===== config.mk =====
export PLATFORM = sky130hd
export DESIGN_NAME = rs_encode_stream_out
export DESIGN_NICKNAME = d
export VERILOG_FILES = /design/src/rtl/rs_encode_pkg.sv /design/src/rtl/rs_encode_stream_out_ctrl.sv /design/src/rtl/rs_encode_stream_out_datap.sv /design/src/rtl/rs_encode_stream_out.sv
export SDC_FILE = /design/constraint.sdc
export NUM_CORES = 1
export LEC_CHECK = 0
export ABC_CLOCK_PERIOD_IN_PS = 2710
export BUFFER_PORTS_ARGS = -buffer_cell sky130_fd_sc_hd__buf_2
export CELL_PAD_IN_SITES_DETAIL_PLACEMENT = 1
export CELL_PAD_IN_SITES_GLOBAL_PLACEMENT = 2
export CORE_AREA = 2 2 208 210
export CTS_BUF_LIST = sky130_fd_sc_hd__clkbuf_8
export DETAILED_ROUTE_END_ITERATION = 10
export DIE_AREA = 0 0 210 212
export GPL_TIMING_DRIVEN = 0
export PLACE_DENSITY = 0.69
export SLEW_MARGIN = 20
export SYNTH_ARGS = -nofsm -noshare
export SYNTH_HDL_FRONTEND = slang
export SYNTH_HIERARCHICAL = 1
export SYNTH_SLANG_ARGS = --single-unit

===== constraint.sdc =====
create_clock -name clk -period 2.71 [get_ports clk]
set_input_delay 0.271 -clock clk [delete_from_list [all_inputs] [get_ports clk]]
set_output_delay 0.271 -clock clk [all_outputs]
set_load 0.005 [all_outputs]

===== src/rtl/rs_encode_pkg.sv =====
// rs_encode_pkg: RS block geometry and the output-stage state enum shared with debug tooling.
package rs_encode_pkg;
  localparam int RS_DATA_BYTES    = 128;
  localparam int RS_PARITY_BYTES  = 32;
  localparam int LINE_BYTES       = 256 / 8;
  localparam int NUM_DATA_LINES   = RS_DATA_BYTES / LINE_BYTES;
  localparam int NUM_PARITY_LINES = (RS_PARITY_BYTES + LINE_BYTES - 1) / LINE_BYTES;

  typedef enum logic [1:0] {
    IDLE = 2'd0,
    HDR  = 2'd1,
    DATA = 2'd2
  } state_e;
endpackage


===== src/rtl/rs_encode_stream_out_ctrl.sv =====
// rs_encode_stream_out_ctrl: request FSM and handshake steering for the output stage.
module rs_encode_stream_out_ctrl
  import rs_encode_pkg::*;
(
  input  logic clk,
  input  logic rst_n,
  input  logic meta_val_i,
  input  logic hdr_rdy_i,
  input  logic enc_val_i,
  input  logic dst_rdy_i,
  input  logic zero_blocks_i,
  input  logic last_i,
  output logic meta_rdy_o,
  output logic hdr_val_o,
  output logic enc_rdy_o,
  output logic dst_val_o,
  output logic store_meta_o,
  output logic init_counts_o,
  output logic incr_line_o,
  output logic busy_o
);
  state_e state_q, state_d;

  assign meta_rdy_o    = state_q == IDLE;
  assign hdr_val_o     = state_q == HDR;
  assign enc_rdy_o     = (state_q == DATA) & dst_rdy_i;
  assign dst_val_o     = (state_q == DATA) & enc_val_i;
  assign store_meta_o  = meta_rdy_o & meta_val_i;
  assign init_counts_o = store_meta_o;
  assign incr_line_o   = dst_val_o & dst_rdy_i;
  assign busy_o        = state_q != IDLE;

  always_comb begin
    state_d = store_meta_o                   ? HDR :
              (hdr_val_o & hdr_rdy_i)        ? (zero_blocks_i ? IDLE : DATA) :
              (incr_line_o & last_i)         ? IDLE :
                                               state_q;
  end

  always_ff @(posedge clk or negedge rst_n) begin
    if (!rst_n) state_q <= IDLE;
    else        state_q <= state_d;
  end
endmodule


===== src/rtl/rs_encode_stream_out_datap.sv =====
// rs_encode_stream_out_datap: block-count register, line/block counters and parity/last flags.
module rs_encode_stream_out_datap #(
  parameter int NUM_REQ_BLOCKS_W = 8,
  parameter int NUM_DATA_LINES   = 4,
  parameter int NUM_PARITY_LINES = 1,
  parameter int LINE_CNT_W       = $clog2(NUM_DATA_LINES + NUM_PARITY_LINES)
) (
  input  logic                        clk,
  input  logic                        rst_n,
  input  logic                        store_meta_i,
  input  logic                        init_counts_i,
  input  logic                        incr_line_i,
  input  logic [NUM_REQ_BLOCKS_W-1:0] num_blocks_i,
  output logic [NUM_REQ_BLOCKS_W-1:0] num_blocks_o,
  output logic                        zero_blocks_o,
  output logic                        parity_o,
  output logic                        last_o
);
  localparam logic [LINE_CNT_W-1:0]     LINE_MAX    = LINE_CNT_W'(NUM_DATA_LINES + NUM_PARITY_LINES - 1);
  localparam logic [LINE_CNT_W-1:0]     FIRST_PAR   = LINE_CNT_W'(NUM_DATA_LINES);
  localparam logic [NUM_REQ_BLOCKS_W:0] BLK_ONE     = (NUM_REQ_BLOCKS_W+1)'(1);

  logic [NUM_REQ_BLOCKS_W-1:0] num_blocks_q, num_blocks_d;
  logic [LINE_CNT_W-1:0]       line_cnt_q, line_cnt_d;
  logic [NUM_REQ_BLOCKS_W:0]   block_cnt_q, block_cnt_d;
  logic                        line_wrap;

  assign line_wrap     = line_cnt_q == LINE_MAX;
  assign num_blocks_o  = num_blocks_q;
  assign zero_blocks_o = num_blocks_q == '0;
  assign parity_o      = line_cnt_q >= FIRST_PAR;
  // Extra MSB keeps num_blocks-1 from underflowing into a false match.
  assign last_o        = line_wrap & (block_cnt_q == ({1'b0, num_blocks_q} - BLK_ONE));

  always_comb begin
    num_blocks_d = store_meta_i ? num_blocks_i : num_blocks_q;
    line_cnt_d   = init_counts_i ? '0 : incr_line_i ? (line_wrap ? '0 : line_cnt_q + 1'b1) : line_cnt_q;
    block_cnt_d  = init_counts_i ? '0 : (incr_line_i & line_wrap) ? block_cnt_q + BLK_ONE : block_cnt_q;
  end

  always_ff @(posedge clk or negedge rst_n) begin
    if (!rst_n) begin
      num_blocks_q <= '0;
      line_cnt_q   <= '0;
      block_cnt_q  <= '0;
    end else begin
      num_blocks_q <= num_blocks_d;
      line_cnt_q   <= line_cnt_d;
      block_cnt_q  <= block_cnt_d;
    end
  end
endmodule


===== src/rtl/rs_encode_stream_out.sv =====
// rs_encode_stream_out: emits a block-count header, then forwards encoded data/parity lines
// with parity and last markers.
module rs_encode_stream_out
  import rs_encode_pkg::*;
#(
  parameter int NUM_REQ_BLOCKS_W = 8,
  parameter int DATA_W           = 256,
  parameter int NUM_DATA_LINES   = rs_encode_pkg::NUM_DATA_LINES,
  parameter int NUM_PARITY_LINES = rs_encode_pkg::NUM_PARITY_LINES,
  parameter int LINE_CNT_W       = $clog2(NUM_DATA_LINES + NUM_PARITY_LINES)
) (
  input  logic                        clk,
  input  logic                        rst_n,
  input  logic                        in_datap_out_datap_meta_val,
  input  logic [NUM_REQ_BLOCKS_W-1:0] in_datap_out_datap_req_num_blocks,
  output logic                        out_datap_in_datap_meta_rdy,
  input  logic                        encoder_out_datap_val,
  input  logic [DATA_W-1:0]           encoder_out_datap_data,
  output logic                        out_datap_encoder_rdy,
  output logic                        out_datap_dst_hdr_val,
  output logic [NUM_REQ_BLOCKS_W-1:0] out_datap_dst_hdr_num_blocks,
  input  logic                        dst_out_datap_hdr_rdy,
  output logic                        out_datap_dst_data_val,
  output logic [DATA_W-1:0]           out_datap_dst_data,
  output logic                        out_datap_dst_data_parity,
  output logic                        out_datap_dst_data_last,
  input  logic                        dst_out_datap_data_rdy,
  output logic                        out_datap_busy
);
  logic store_meta, init_counts, incr_line, zero_blocks;

  assign out_datap_dst_data = encoder_out_datap_data;

  rs_encode_stream_out_ctrl u_ctrl (
    .clk           (clk),
    .rst_n         (rst_n),
    .meta_val_i    (in_datap_out_datap_meta_val),
    .hdr_rdy_i     (dst_out_datap_hdr_rdy),
    .enc_val_i     (encoder_out_datap_val),
    .dst_rdy_i     (dst_out_datap_data_rdy),
    .zero_blocks_i (zero_blocks),
    .last_i        (out_datap_dst_data_last),
    .meta_rdy_o    (out_datap_in_datap_meta_rdy),
    .hdr_val_o     (out_datap_dst_hdr_val),
    .enc_rdy_o     (out_datap_encoder_rdy),
    .dst_val_o     (out_datap_dst_data_val),
    .store_meta_o  (store_meta),
    .init_counts_o (init_counts),
    .incr_line_o   (incr_line),
    .busy_o        (out_datap_busy)
  );

  rs_encode_stream_out_datap #(
    .NUM_REQ_BLOCKS_W (NUM_REQ_BLOCKS_W),
    .NUM_DATA_LINES   (NUM_DATA_LINES),
    .NUM_PARITY_LINES (NUM_PARITY_LINES),
    .LINE_CNT_W       (LINE_CNT_W)
  ) u_datap (
    .clk           (clk),
    .rst_n         (rst_n),
    .store_meta_i  (store_meta),
    .init_counts_i (init_counts),
    .incr_line_i   (incr_line),
    .num_blocks_i  (in_datap_out_datap_req_num_blocks),
    .num_blocks_o  (out_datap_dst_hdr_num_blocks),
    .zero_blocks_o (zero_blocks),
    .parity_o      (out_datap_dst_data_parity),
    .last_o        (out_datap_dst_data_last)
  );
endmodule


# After elaboration in Yosys (flattened, before gate mapping)
# Index checks and enable logic that the tools add are counted.
totals:
  register_bits: 22
  word_cells: 35
  in_bits: 270
  output_inout_bits: 271
classes:
  muxes: 9
  n_addsub: 3
  n_reduce_logical: 6
  n_bitwise: 8
  eq_ne: 4
  magnitude_cmp: 1
ops:
  columns: ["cell", "count"]
  rows:
  - ["$mux W9", 2]
  - ["$add A9 B1 Y9 const B", 1]
  - ["$eq A9 B9 Y1", 1]
  - ["$mux W3", 3]
  - ["$sub A8 B1 Y9 const B", 1]
  - ["$and A1 B1 Y1", 8]
  - ["$logic_not A8 Y1", 1]
  - ["$mux W2", 4]
  - ["$reduce_bool A2 Y1", 3]
  - ["$add A3 B1 Y3 const B", 1]
  - ["$eq A3 B3 Y1 const B", 1]
  - ["$ge A3 B3 Y1 const B", 1]
  - ["$reduce_bool A3 Y1", 1]
  - ["$eq A2 B1 Y1 const B", 1]
  - ["$eq A2 B2 Y1 const B", 1]
  - ["$logic_not A2 Y1", 1]

# Logic depth before layout (Yosys ltp)
# Gate-level depths: netlist of run 1.
depth:
  word_depth: 7
  depth_mapped: 9
  ltp_nobuf: 9

# Hierarchy
# The synthesis of run 1 kept the hierarchy.
by_module_without_submodules:
  columns: ["module", "area_per_inst_um2", "n_inst", "cells_each", "seq_area_each_um2"]
  rows:
  - ["rs_encode_stream_out", 1921.8, 1, 256, 0.0]
  - ["rs_encode_stream_out_datap", 1168.6, 1, 124, 500.5]
  - ["rs_encode_stream_out_ctrl", 141.4, 1, 17, 50.0]

# Worst setup path after synthesis of run 1
# Ideal clock, no wire load.
synth_path:
  kind: "register -> register"
  start: "register u_datap.num_blocks_q[0] (netlist: u_datap/num_blocks_o[0])"
  end: "register u_ctrl.state_q[1]"
  t_required_ns: 2.573
  path_stages_with_launch: 10
  path_slack_ns: 0.401
  t_arrival_ns: 2.172
  cell_sequence: "dfrtp_1 inv_1 ha_1 or3b_4 or2_1 o21ai_0 a31oi_1 a2111oi_2 and3_1 o221ai_1"
synth_between:
  elab_chain_cells: 5
  elab_cells_between_ends: 9
  classes_between: "1 x add/sub; 1 x eq/ne; 3 x mux; 2 x bitwise; 2 x reduce/logical"
synth_rtl:
  columns: ["item", "line", "rtl"]
  rows:
  - ["start, declared", "rs_encode_stream_out_datap.sv:23", "logic [NUM_REQ_BLOCKS_W-1:0] num_blocks_q, num_blocks_d;"]
  - ["start signal, assigned", "rs_encode_stream_out_datap.sv:47", "num_blocks_q <= num_blocks_d;"]
  - ["$sub A8 B1 Y9", "rs_encode_stream_out_datap.sv:33", "assign last_o = line_wrap & (block_cnt_q == ({1'b0, num_blocks_q} - BLK_ONE));"]
  - ["$eq A9 B9 Y1", "rs_encode_stream_out_datap.sv:33", null]
  - ["$and A1 B1 Y1", "rs_encode_stream_out_datap.sv:33", null]
  - ["net out_datap_dst_data_last", "rs_encode_stream_out.sv:26", "output logic out_datap_dst_data_last,"]
  - ["$and A1 B1 Y1", "rs_encode_stream_out_ctrl.sv:36", "(incr_line_o & last_i) ? IDLE :"]
  - ["$reduce_bool A3 Y1 (no line)", null, null]
  - ["end signal, assigned", "rs_encode_stream_out_ctrl.sv:42", "else state_q <= state_d;"]
  - ["end, declared", "rs_encode_stream_out_ctrl.sv:22", "state_e state_q, state_d;"]
# The timed path passes the listed nets, and every way through them passes these cells.
# A chain may end at the register's enable or synchronous reset.

# Worst setup path after layout of run 1
layout_path:
  start: "register u_datap.num_blocks_q[0] (netlist: u_datap/num_blocks_o[0])"
  end: "output port out_datap_dst_data_last"
layout_between:
  elab_chain_cells: 3
layout_rtl:
  columns: ["item", "line"]
  rows:
  - ["$sub A8 B1 Y9", "rs_encode_stream_out_datap.sv:33"]
  - ["$eq A9 B9 Y1", "rs_encode_stream_out_datap.sv:33"]
  - ["$and A1 B1 Y1", "rs_encode_stream_out_datap.sv:33"]
  - ["end, declared", "rs_encode_stream_out.sv:26"]
# Every way passes these cells.

==> results of run 1 <==
## logic make-up (layout without fill, tap and decap cells)
group,Yosys count,in the layout,share of synthesized area
buf+inv,271,565,0.615
flops,22,22,0.170
xor+xnor,15,15,0.0406
mux,6,6,0.0205
fa+ha+maj,4,4,0.0155
compound gates,21,21,0.0437
simple gates,58,58,0.0945
## stage by stage
| step | std cells | hold slack [ns] | TNS, ns | util |
|---|---|---|---|---|
| global placement | 1227 | 0.330 | -0.805 | 0.126 |
| floorplan | 397 | -0.0246 | 0 | - |
| finish | 1237 | -0.0254 | 0 | 0.129 |
| CTS | 1237 | 0.00226 | 0 | 0.129 |
| detailed placement | 1227 | 0.334 | -0.656 | 0.126 |
| global route | 1237 | 0.00967 | -0.163 | 0.129 |
## area by class of cell
cell class	instances	area (sq um)
fillers	5218	37000
plain buffers	262	1950
repair buffers	290	1480
multi-input cells	104	747
well taps	546	683
flip-flops and latches	22	552
clock buffers	4	55.1
inverters	9	33.8
## critical path, cell delays in order, from the launching register on
cell and delay, ns:
dfrtp_1 0.43, inv_2 0.08, ha_2 0.19, or3b_4 0.43
or2_4 0.26, o21ai_2 0.12, a31oi_2 0.13, a2111oi_4 0.22
buf_6 0.17, buf_6 0.11
## report_power, final
part	switching [uW]	total (uW)	leakage, uW	internal, uW
sequential	51.4	418	0.000276	367
combinational	253	703	0.00270	450
clock	145	276	0.0000288	130
total	449	1400	0.00300	947
## layout by cell type, fill, tap and decap left out, types with 2 or more instances in the layout
cell type	instances
buf_2	284
buf_4	263
dfrtp_1	21
nor2_1	15
nand2_1	14
xnor2_1	10
inv_1	8
xor2_1	5
nor3_1	5
o21ai_0	5
clkbuf_8	4
nand2b_1	4
a21oi_1	4
mux2_1	4
clkbuf_1	3
ha_1	3
buf_6	2
and3_1	2
or3_1	2
a31oi_1	2
nand4_1	2
nand3_1	2
## timing repair
action                                  CTS  global route
pin swaps                                 6             0
setup buffers                             6             0
gates cloned                              0             0
endpoints found under the setup margin    2             1
resized for setup                        12             3
## per-layer routing
layer  vias to the layer above  share of wire  GRT usage
met4                         0         0.0048    0.00880
met2                       289           0.58      0.117
met3                         2          0.095     0.0129
met5                         -              0          0
met1                      1514           0.32     0.0528
li1                       1582              -          -
## sequential cells by signal, summed over array words and instances (netlist names)
name and flops:
u_datap/block_cnt_q 9, u_datap/num_blocks_o 8, u_datap/line_cnt_q 3, u_ctrl/state_q 2
## worst paths after layout
path | from | endpoint | cells past startpoint
min reg2reg | u_datap/line_cnt_q[1] | u_datap/line_cnt_q[1] | 2
min in group clk | in_datap_out_datap_req_num_blocks[5] | u_datap/num_blocks_o[5] | 2
min | rst_n | u_datap/block_cnt_q[5] | 1
max reg2reg | u_datap/num_blocks_o[0] | u_ctrl/state_q[1] | 10
max | u_datap/num_blocks_o[0] | out_datap_dst_data_last | 9
max in group asynchronous | rst_n | u_datap/num_blocks_o[2] | 1
==> flow_summary_export.csv, run 1 <==
group,metric,value,unit
routing,drt_pass1_iterations,4,
finish,nNetsFinal,966,
global_route,grt_pass1_wl,18200,microns
die,row_count,76,
yosys,yosys_warnings,6,
yosys,syn-num-nets,671,
cts,numClockSinks,22,
yosys,syn_area,3230,sq um
global_route,grt_max_degree,23,
timing,slew_violations,0,
cts,max-clock-path-buffers,2,
die,core-area,42500,sq um
routing,drc,0,
timing,setup_viol,0,
min_path,hold_class,"in2async",
setup_path,reg2reg_slack,0.30,ns
yosys,yosysUniqueCellTypes,40,
yosys,synth-edff-count,0,
cts,clkTransAtPathRegs,0.12,ns
timing,hold_slack,-0.0254,ns
power_and_ir_drop,total_power,1400,uW
routing,routedWlPerCell,11.5,microns
cts,htreeDepth,1,
yosys,yosysMostFrequentCell,"buf_4",
cts,cts_made_buffers,3,
yosys,synth_area_per_cell,8.14,sq um
finish,area_growth,70.2,%
routing,vias,3387,
run_status,violations,"hold timing",
timing,rsz0062_at_grt,"yes",
yosys,ys_ff_latch,22,
yosys,ys.flop_type,"dfrtp_1",
global_route,antenna_found_initial,1,
timing,finalCriticalPeriod,2.69,ns
routing,ant_nets,0,
cts,clockRootBuffer,"clkbuf_8",
setup_path,crit_path_start_kind,"flip-flop",
flow_run,maxCapViolations,0,
yosys,synth_top_area_cell,"buf_4",
finish,layout-drive-gt1-share,0.822,
timing,fmax,372,MHz
placed_design,port-buffer-count,284,
power_and_ir_drop,peakVddDrop,0.139,mV
finish,fin_area,5500,sq um
global_route,grt_pass1_vias,3194,
timing,slew_headroom,0.602,
yosys,syn_inst,397,
die,ios,541,
yosys,yosysSeqAreaShare,0.170,
routing,drt_iter0_drc,42,
yosys,yosys-top-cells-count,"buf_4 (258), dfrtp_1 (22), nor2_1 (15)",
run_status,status,"complete, but fails checks",
placed_design,dp_hpwl,12800,microns
yosys,postSynth.asyncResetShare,1.00,
finish,n_antenna_cell,0,
global_route,grt_usage,0.0549,
setup_path,arrival,2.42,ns
routing,via_per_inst,2.74,
timing,hold_viol_final,22,
setup_path,setup.worst_path.class,"reg2out",
yosys,synth_area_leaders,"buf_4 (60%), dfrtp_1 (17%), xnor2_1 (2.7%), nor2_1 (1.7%), nand2_1 (1.6%)",
die,die_w,210,microns
die,die_h,212,microns
placed_design,routabilityCongestion,0.834,
routing,drt_wl_total,14200,microns
cts,clock_latency,0.29,ns
placed_design,placed_area,5340,sq um
cts,cts_hold_buffers,0,
setup_path,critPathRequiredTime,2.44,ns
setup_path,cp_max_fo,4,
timing,post-route-period-util,0.992,
placed_design,pre_cts_slack,-0.348,ns
timing,worst_clock_skew,0.0176,ns
power_and_ir_drop,p_leak,0.00300,uW
power_and_ir_drop,p_per_area,254,nW/um^2
setup_path,critPathCaptureType,"output pin",
die,design.die.area,44500,sq um
timing,setup_ws,0.0226,ns
timing,tightest_slew,0.597,ns
global_route,grt_overflow_total,0,
yosys,synth_top_area_frac,0.599,
die,start_util,0.0760,
cts,tritoncts,"yes",
(Power assumes the default switching activity.)
==> run 2, diff against run 1 <==
--- a/config.mk
+++ b/config.mk
@@ -5,16 +5,17 @@
 export SDC_FILE = /design/constraint.sdc
 export NUM_CORES = 1
 export LEC_CHECK = 0
+export ABC_AREA = 1
 export ABC_CLOCK_PERIOD_IN_PS = 2710
 export BUFFER_PORTS_ARGS = -buffer_cell sky130_fd_sc_hd__buf_2
 export CELL_PAD_IN_SITES_DETAIL_PLACEMENT = 1
 export CELL_PAD_IN_SITES_GLOBAL_PLACEMENT = 2
-export CORE_AREA = 2 2 208 210
+export CORE_AREA = 2 2 210 212
 export CTS_BUF_LIST = sky130_fd_sc_hd__clkbuf_8
 export DETAILED_ROUTE_END_ITERATION = 10
-export DIE_AREA = 0 0 210 212
+export DIE_AREA = 0 0 212 214
 export GPL_TIMING_DRIVEN = 0
-export PLACE_DENSITY = 0.69
+export PLACE_DENSITY = 0.7
 export SLEW_MARGIN = 20
 export SYNTH_ARGS = -nofsm -noshare
 export SYNTH_HDL_FRONTEND = slang
==> run 2 against run 1 <==
Clock power grew 24%. Sequential share of layout area down 0.23 points. Via count rose by 7.1%. First-iteration DRC count is 100% higher. The flow now finishes without violations. Critical endpoint unchanged. Critical path type unchanged.
==> flow_summary_export.csv, run 2 <==
group,metric,value,unit
timing,fmax,422,MHz
yosys,syn_inst,457,
cts,clkTransAtPathRegs,0.09,ns
placed_design,port-buffer-count,284,
yosys,synth_top_area_frac,0.572,
cts,numClockSinks,22,
timing,tightest_slew,0.717,ns
cts,post_cts_buffers,0,
setup_path,critical_path.top_delay_family,"simple AND/OR/NAND/NOR gates",
setup_path,arrival,2.10,ns
yosys,postSynth.asyncResetShare,1.00,
flow_run,maxCapViolations,0,
min_path,hold_class,"in2reg",
yosys,synth_area_per_cell,7.38,sq um
global_route,grt_overflow_total,0,
cts,cts_made_buffers,3,
yosys,yosys_warnings,6,
finish,n_fill_cell,5291,
global_route,antenna_found_initial,0,
routing,drt_pass1_iterations,4,
timing,tns,0,ns
routing,ant_nets,0,
die,start_util,0.0786,
setup_path,crit_path_start_kind,"flip-flop",
yosys,ys_ff_latch,22,
cts,max-clock-path-buffers,2,
finish,layout.area.seq,551,sq um
finish,final_common_cell,"buf_2",
finish,largest_reg_flops,9,
finish,nNetsFinal,1021,
cts,clock_latency,0.30,ns
finish,multiInputGateArea,738,sq um
routing,routedWlPerCell,10.9,microns
global_route,grt_pass1_wl,19600,microns
yosys,synth_area_leaders,"buf_4 (57%), dfrtp_1 (16%), nand2_1 (5.9%), inv_1 (3.2%), nand3_1 (2.4%)",
global_route,met3_usage,0.0142,
yosys,syn_area,3370,sq um
global_route,grt_use_met1,0.0550,
yosys,yosysUniqueCellTypes,29,
cts,tritoncts,"yes",
power_and_ir_drop,p_leak,0.00318,uW
placed_design,dp_hpwl,13300,microns
routing,via_per_inst,2.73,
routing,drc,0,
global_route,grt-busiest-layer,"met2",
setup_path,cp_slowest_cell,"dfrtp_1",
power_and_ir_drop,p_per_area,399,nW/um^2
timing,slew_headroom,0.518,
routing,drt_wl_total,14600,microns
timing,setup_viol,0,
setup_path,critPathCaptureType,"output pin",
finish,final_cell_mix,"buf_2 (284), buf_4 (257), nand2_1 (53)",
power_and_ir_drop,total_power,2240,uW
finish,layout-drive-gt1-share,0.763,
setup_path,crit_chain,"inv_2 > ha_1 > nand2_1 > inv_2 > nand2_1 > nand3_1 > nand2_1 > nor2_1 > nand2_1 > nor2_4 > buf_2",
die,design.die.area,45400,sq um
setup_path,cp_slowest_stage_delay,0.45,ns
timing,slew_violations,0,
cts,htreeDepth,1,
die,die_h,214,microns
routing,vias,3629,
placed_design,routabilityCongestion,0.821,
power_and_ir_drop,peakVddDrop,0.182,mV
global_route,grt_usage,0.0576,
die,ios,541,
yosys,synth_top_area_cell,"buf_4",
timing,hold_viol_final,0,
global_route,grt_max_degree,23,
timing,rsz0062_at_grt,"no",
timing,post-route-period-util,0.874,
run_status,status,"finished clean",
finish,area_growth,66.6,%
yosys,synth-edff-count,0,
yosys,yosysMostFrequentCell,"buf_4",
yosys,syn-num-nets,731,
finish,n_antenna_cell,0,
setup_path,cp_common_cell,"nand2_1",
cts,clockRootBuffer,"clkbuf_8",
setup_path,worst-path-buf-inv,3,
global_route,grt_util_met2,0.119,
setup_path,cp_max_fo,5,
yosys,ys.flop_type,"dfrtp_1",
setup_path,critPathRequiredTime,2.44,ns
global_route,grt_pass1_vias,3591,
yosys,yosys-top-cells-count,"buf_4 (257), nand2_1 (53), inv_1 (29)",
die,row_count,76,
routing,drt_iter0_drc,86,
yosys,yosysSeqAreaShare,0.163,
finish,finish.utilization,0.131,
timing,finalCriticalPeriod,2.37,ns
finish,regMostFlops,"u_datap/block_cnt_q",
timing,worst_clock_skew,0.00735,ns
setup_path,setup.worst_path.class,"reg2out",
die,die_w,212,microns
die,core-area,42900,sq um
==> run 2: cell count changes in the layout (fill, tap and decap cells not counted), moves of 6 or more <==
cell / before / now
nand3_1: 2 / 16
xnor2_1: 10 / 3
nand2_1: 14 / 53
o21ai_0: 5 / 11
buf_4: 263 / 257
inv_2: 1 / 8
inv_1: 8 / 29
==> run 2: area by class of cell <==
type,instances,share of cell area
Inverter,37,0.0247
Multi-Input combinational cell,138,0.131
Sequential cell,22,0.0980
Clock buffer,3,0.00735
Clock inverter,1,0.00535
Buffer,260,0.348
Tap cell,585,0.130
Timing Repair Buffer,285,0.255
==> run 2: worst paths after layout <==
check	depth (start not counted)	endpoint	start	slack, ns
hold reg to reg	1	u_datap/line_cnt_q[2]	u_datap/line_cnt_q[2]	0.52
hold / removal	3	u_datap/num_blocks_o[0]	in_datap_out_datap_req_num_blocks[0]	0.18
setup / recovery	11	out_datap_dst_data_last	u_datap/num_blocks_o[0]	0.34
min in group asynchronous	2	u_ctrl/state_q[0]	rst_n	0.54
setup reg to reg	9	u_datap/block_cnt_q[5]	u_ctrl/state_q[1]	0.58
max in group asynchronous	2	u_datap/block_cnt_q[4]	rst_n	1.75
==> run 2: kinds of logic (layout without fill, tap and decap cells) <==
| logic type | Yosys count | count (layout) | share of synthesized area |
|---|---|---|---|
| flip-flops | 22 | 22 | 0.163 |
| multiplexers | 2 | 2 | 0.00668 |
| XOR/XNOR | 4 | 4 | 0.0104 |
| AO/OA/AOI/OAI | 23 | 23 | 0.0353 |
| AND/OR/NAND/NOR | 105 | 105 | 0.149 |
| buffers and inverters | 297 | 586 | 0.621 |
| adder cells (fa/ha/maj) | 4 | 4 | 0.0148 |
==> run 2: timing repair <==
action | in CTS | in global routing
hold buffers | 1 | 0
hold endpoints to repair | 9 | 0
setup endpoints to repair | 1 | 1
pin swaps | 0 | 0
resized for setup | 1 | 2
==> run 2: power by group <==
| group | switching [uW] | total (uW) | internal (uW) | leakage (uW) |
|---|---|---|---|---|
| Combinational | 674 | 1350 | 681 | 0.00285 |
| Sequential | 119 | 545 | 426 | 0.000288 |
| Clock | 144 | 343 | 199 | 0.0000357 |
==> run 2: through the flow <==
stage / hold slack, ns / area, sq um / setup WS [ns] / cells
5_1_grt: 0.179 / 5620 / 0.119 / 1331
6_report: 0.176 / 5620 / 0.341 / 1331
4_1_cts: 0.167 / 5610 / 0.0880 / 1331
3_5_place_dp: 0.330 / 5520 / 0.258 / 1326
3_3_place_gp: 0.334 / 5520 / 0.264 / 1326
2_1_floorplan: -0.0246 / 3370 / 1.05 / 457
==> run 2: worst min-delay path, stage by stage <==
cell and delay, ns:
buf_2 0.08, nand2_1 0.04, o21ai_0 0.05
==> run 2: metal layers <==
| metal | wire length [microns] | vias up |
|---|---|---|
| met3 | 1410 | 5 |
| met1 | 4910 | 1637 |
| met5 | 0 | - |
| met2 | 8120 | 266 |
| li1 | - | 1721 |
| met4 | 138 | 0 |
==> run 3, diff against run 2 <==
--- a/config.mk
+++ b/config.mk
@@ -6,7 +6,7 @@
 export NUM_CORES = 1
 export LEC_CHECK = 0
 export ABC_AREA = 1
-export ABC_CLOCK_PERIOD_IN_PS = 2710
+export ABC_CLOCK_PERIOD_IN_PS = 2270
 export BUFFER_PORTS_ARGS = -buffer_cell sky130_fd_sc_hd__buf_2
 export CELL_PAD_IN_SITES_DETAIL_PLACEMENT = 1
 export CELL_PAD_IN_SITES_GLOBAL_PLACEMENT = 2
==> constraint.sdc (replaced) <==
create_clock -name clk -period 2.27 [get_ports clk]
set_input_delay 0.227 -clock clk [delete_from_list [all_inputs] [get_ports clk]]
set_output_delay 0.227 -clock clk [all_outputs]
set_load 0.005 [all_outputs]
==> run 3 against run 2 <==
Sequential cell count stayed put. Sequential share of layout area shrank 0.18 points. Power up 28%. Cell count up 0.38%. Count of clock-buffer cells in the layout did not move. Sequential power increased by 21%. Register-to-register slack got worse by 0.26 ns. Routed wire length rose by 0.91%. Critical path type unchanged. Largest power group unchanged.
==> flow_summary_export.csv, run 3 (same netlist as run 2, synthesis figures left out) <==
group,metric,value,unit
run_status,status,"finished clean",
cts,clkTransAtPathRegs,0.10,ns
timing,tightest_slew,0.626,ns
routing,dr_wl_met2,8220,microns
setup_path,critPathRequiredTime,2.04,ns
routing,routedWlPerCell,11.0,microns
finish,layout.area.seq,552,sq um
global_route,grt_pass1_vias,3587,
min_path,hold_class,"in2reg",
power_and_ir_drop,pwr-share-comb,0.627,
finish,n_antenna_cell,0,
timing,tns,0,ns
die,die_h,214,microns
routing,drt-met1-wl,4910,microns
timing,slew_violations,0,
routing,drt_iter0_drc,73,
power_and_ir_drop,seqPwrFrac,0.230,
timing,setup_viol,0,
routing,top_layer,"met4",
routing,ant_nets,0,
die,design.die.area,45400,sq um
setup_path,setup.worst_path.class,"reg2out",
global_route,grt_overflow_total,0,
routing,drt_wl_total,14700,microns
power_and_ir_drop,intPower,1660,uW
power_and_ir_drop,switchingPower,1200,uW
cts,max-clock-path-buffers,2,
timing,setup_ws,0.182,ns
power_and_ir_drop,peakVddDrop,0.227,mV
power_and_ir_drop,p_leak,0.00321,uW
finish,final_common_cell,"buf_2",
placed_design,pre_cts_slack,-0.142,ns
global_route,grt_pass1_wl,19600,microns
power_and_ir_drop,p_per_area,499,nW/um^2
cts,clockRootBuffer,"clkbuf_8",
finish,fin_area,5730,sq um
routing,via_per_inst,2.74,
finish,regMostFlops,"u_datap/block_cnt_q",
finish,n_fill_cell,5285,
setup_path,cp_max_fo,3,
timing,post-route-period-util,0.920,
die,row_count,76,
global_route,grt_max_degree,23,
placed_design,dp_hpwl,13300,microns
finish,final_cell_mix,"buf_2 (283), buf_4 (262), nand2_1 (52)",
power_and_ir_drop,p_sw_frac,0.420,
flow_run,maxCapViolations,0,
global_route,antenna_found_initial,0,
finish,largest_reg_flops,9,
global_route,grt_usage,0.0575,
routing,wl_met3,1440,microns
timing,worst_clock_skew,0.00724,ns
finish,area_growth,70.0,%
routing,vias,3657,
timing,slew_headroom,0.583,
die,core-area,42900,sq um
die,ios,541,
setup_path,critPathCaptureType,"output pin",
cts,clock_latency,0.30,ns
setup_path,arrival,1.86,ns
placed_design,routabilityCongestion,0.821,
placed_design,port-buffer-count,284,
finish,multiInputGateArea,806,sq um
finish,layout-drive-gt1-share,0.782,
timing,finalCriticalPeriod,2.09,ns
setup_path,crit_path_start_kind,"flip-flop",
routing,drc,0,
finish,finish.utilization,0.134,
cts,cts_made_buffers,3,
power_and_ir_drop,clkPwrFrac,0.143,
timing,fmax,479,MHz
cts,tritoncts,"yes",
finish,nNetsFinal,1026,
cts,numClockSinks,22,
timing,hold_viol_final,0,
die,start_util,0.0786,
cts,htreeDepth,1,
die,die_w,212,microns
routing,drt_pass1_iterations,4,
placed_design,placed_area,5520,sq um
==> run 3: cell types whose count changed in the layout (fill, tap and decap cells not counted), sizes merged <==
cell  delta
buf      +5
==> run 3: worst paths after layout <==
path,slack [ns],cells past startpoint,start,to
hold reg to reg,0.55,1,u_datap/line_cnt_q[2],u_datap/line_cnt_q[2]
min in group asynchronous,0.50,2,rst_n,u_ctrl/state_q[0]
setup reg to reg,0.32,9,u_ctrl/state_q[1],u_datap/block_cnt_q[5]
setup / recovery,0.18,11,u_datap/line_cnt_q[0],out_datap_dst_data_last
max in group asynchronous,1.31,2,rst_n,u_datap/num_blocks_o[0]
hold / removal,0.13,3,in_datap_out_datap_req_num_blocks[0],u_datap/num_blocks_o[0]
==> run 3: routing by layer <==
layer	GRT usage	up-vias
met5	0	-
met3	0.0141	5
met4	0.0148	0
li1	-	1728
met2	0.119	270
met1	0.0548	1654
==> run 3: metrics by stage <==
step / total power, uW / hold WS, ns / std cells
global placement: 2300 / 0.290 / 1326
global route: 3160 / 0.135 / 1336
detailed placement: 2320 / 0.286 / 1326
finish: 2860 / 0.132 / 1336
CTS: 2820 / 0.122 / 1332
floorplan: 1660 / -0.0686 / 457
==> run 3: layout make-up <==
type,instances,area share
plain buffers,260,0.341
clock buffers,3,0.00721
clock inverters,1,0.00524
inverters,37,0.0247
multi-input cells,138,0.141
flip-flops and latches,22,0.0963
well taps,585,0.128
repair buffers,290,0.257
==> run 3: worst max-delay path, stage by stage, from the launching register on <==
cell	delay, ns
dfrtp_1	0.41
inv_2	0.10
ha_4	0.14
nand2_4	0.06
inv_2	0.05
nand3_2	0.07
nor2_2	0.11
nand3_1	0.09
nor2_1	0.11
nand2_1	0.09
nor2_4	0.19
buf_6	0.13
==> run 3: repair_timing <==
| item | in CTS | in global routing |
|---|---|---|
| hold endpoints to repair | 22 | 0 |
| endpoints found under the setup margin | 3 | 4 |
| hold buffers | 1 | 0 |
| setup buffers | 1 | 4 |
| resized for setup | 10 | 14 |
| pin swaps | 1 | 4 |
==> run 3: power by group through the flow <==
| stage | Clock [uW] | Sequential [uW] | Combinational [uW] |
|---|---|---|---|
| after floorplan | 0 | 633 | 1030 |
| after global placement | 0 | 659 | 1640 |
| after detailed placement | 0 | 664 | 1660 |
| after CTS | 442 | 653 | 1720 |
| after global routing | 455 | 687 | 2020 |
| final | 410 | 658 | 1790 |
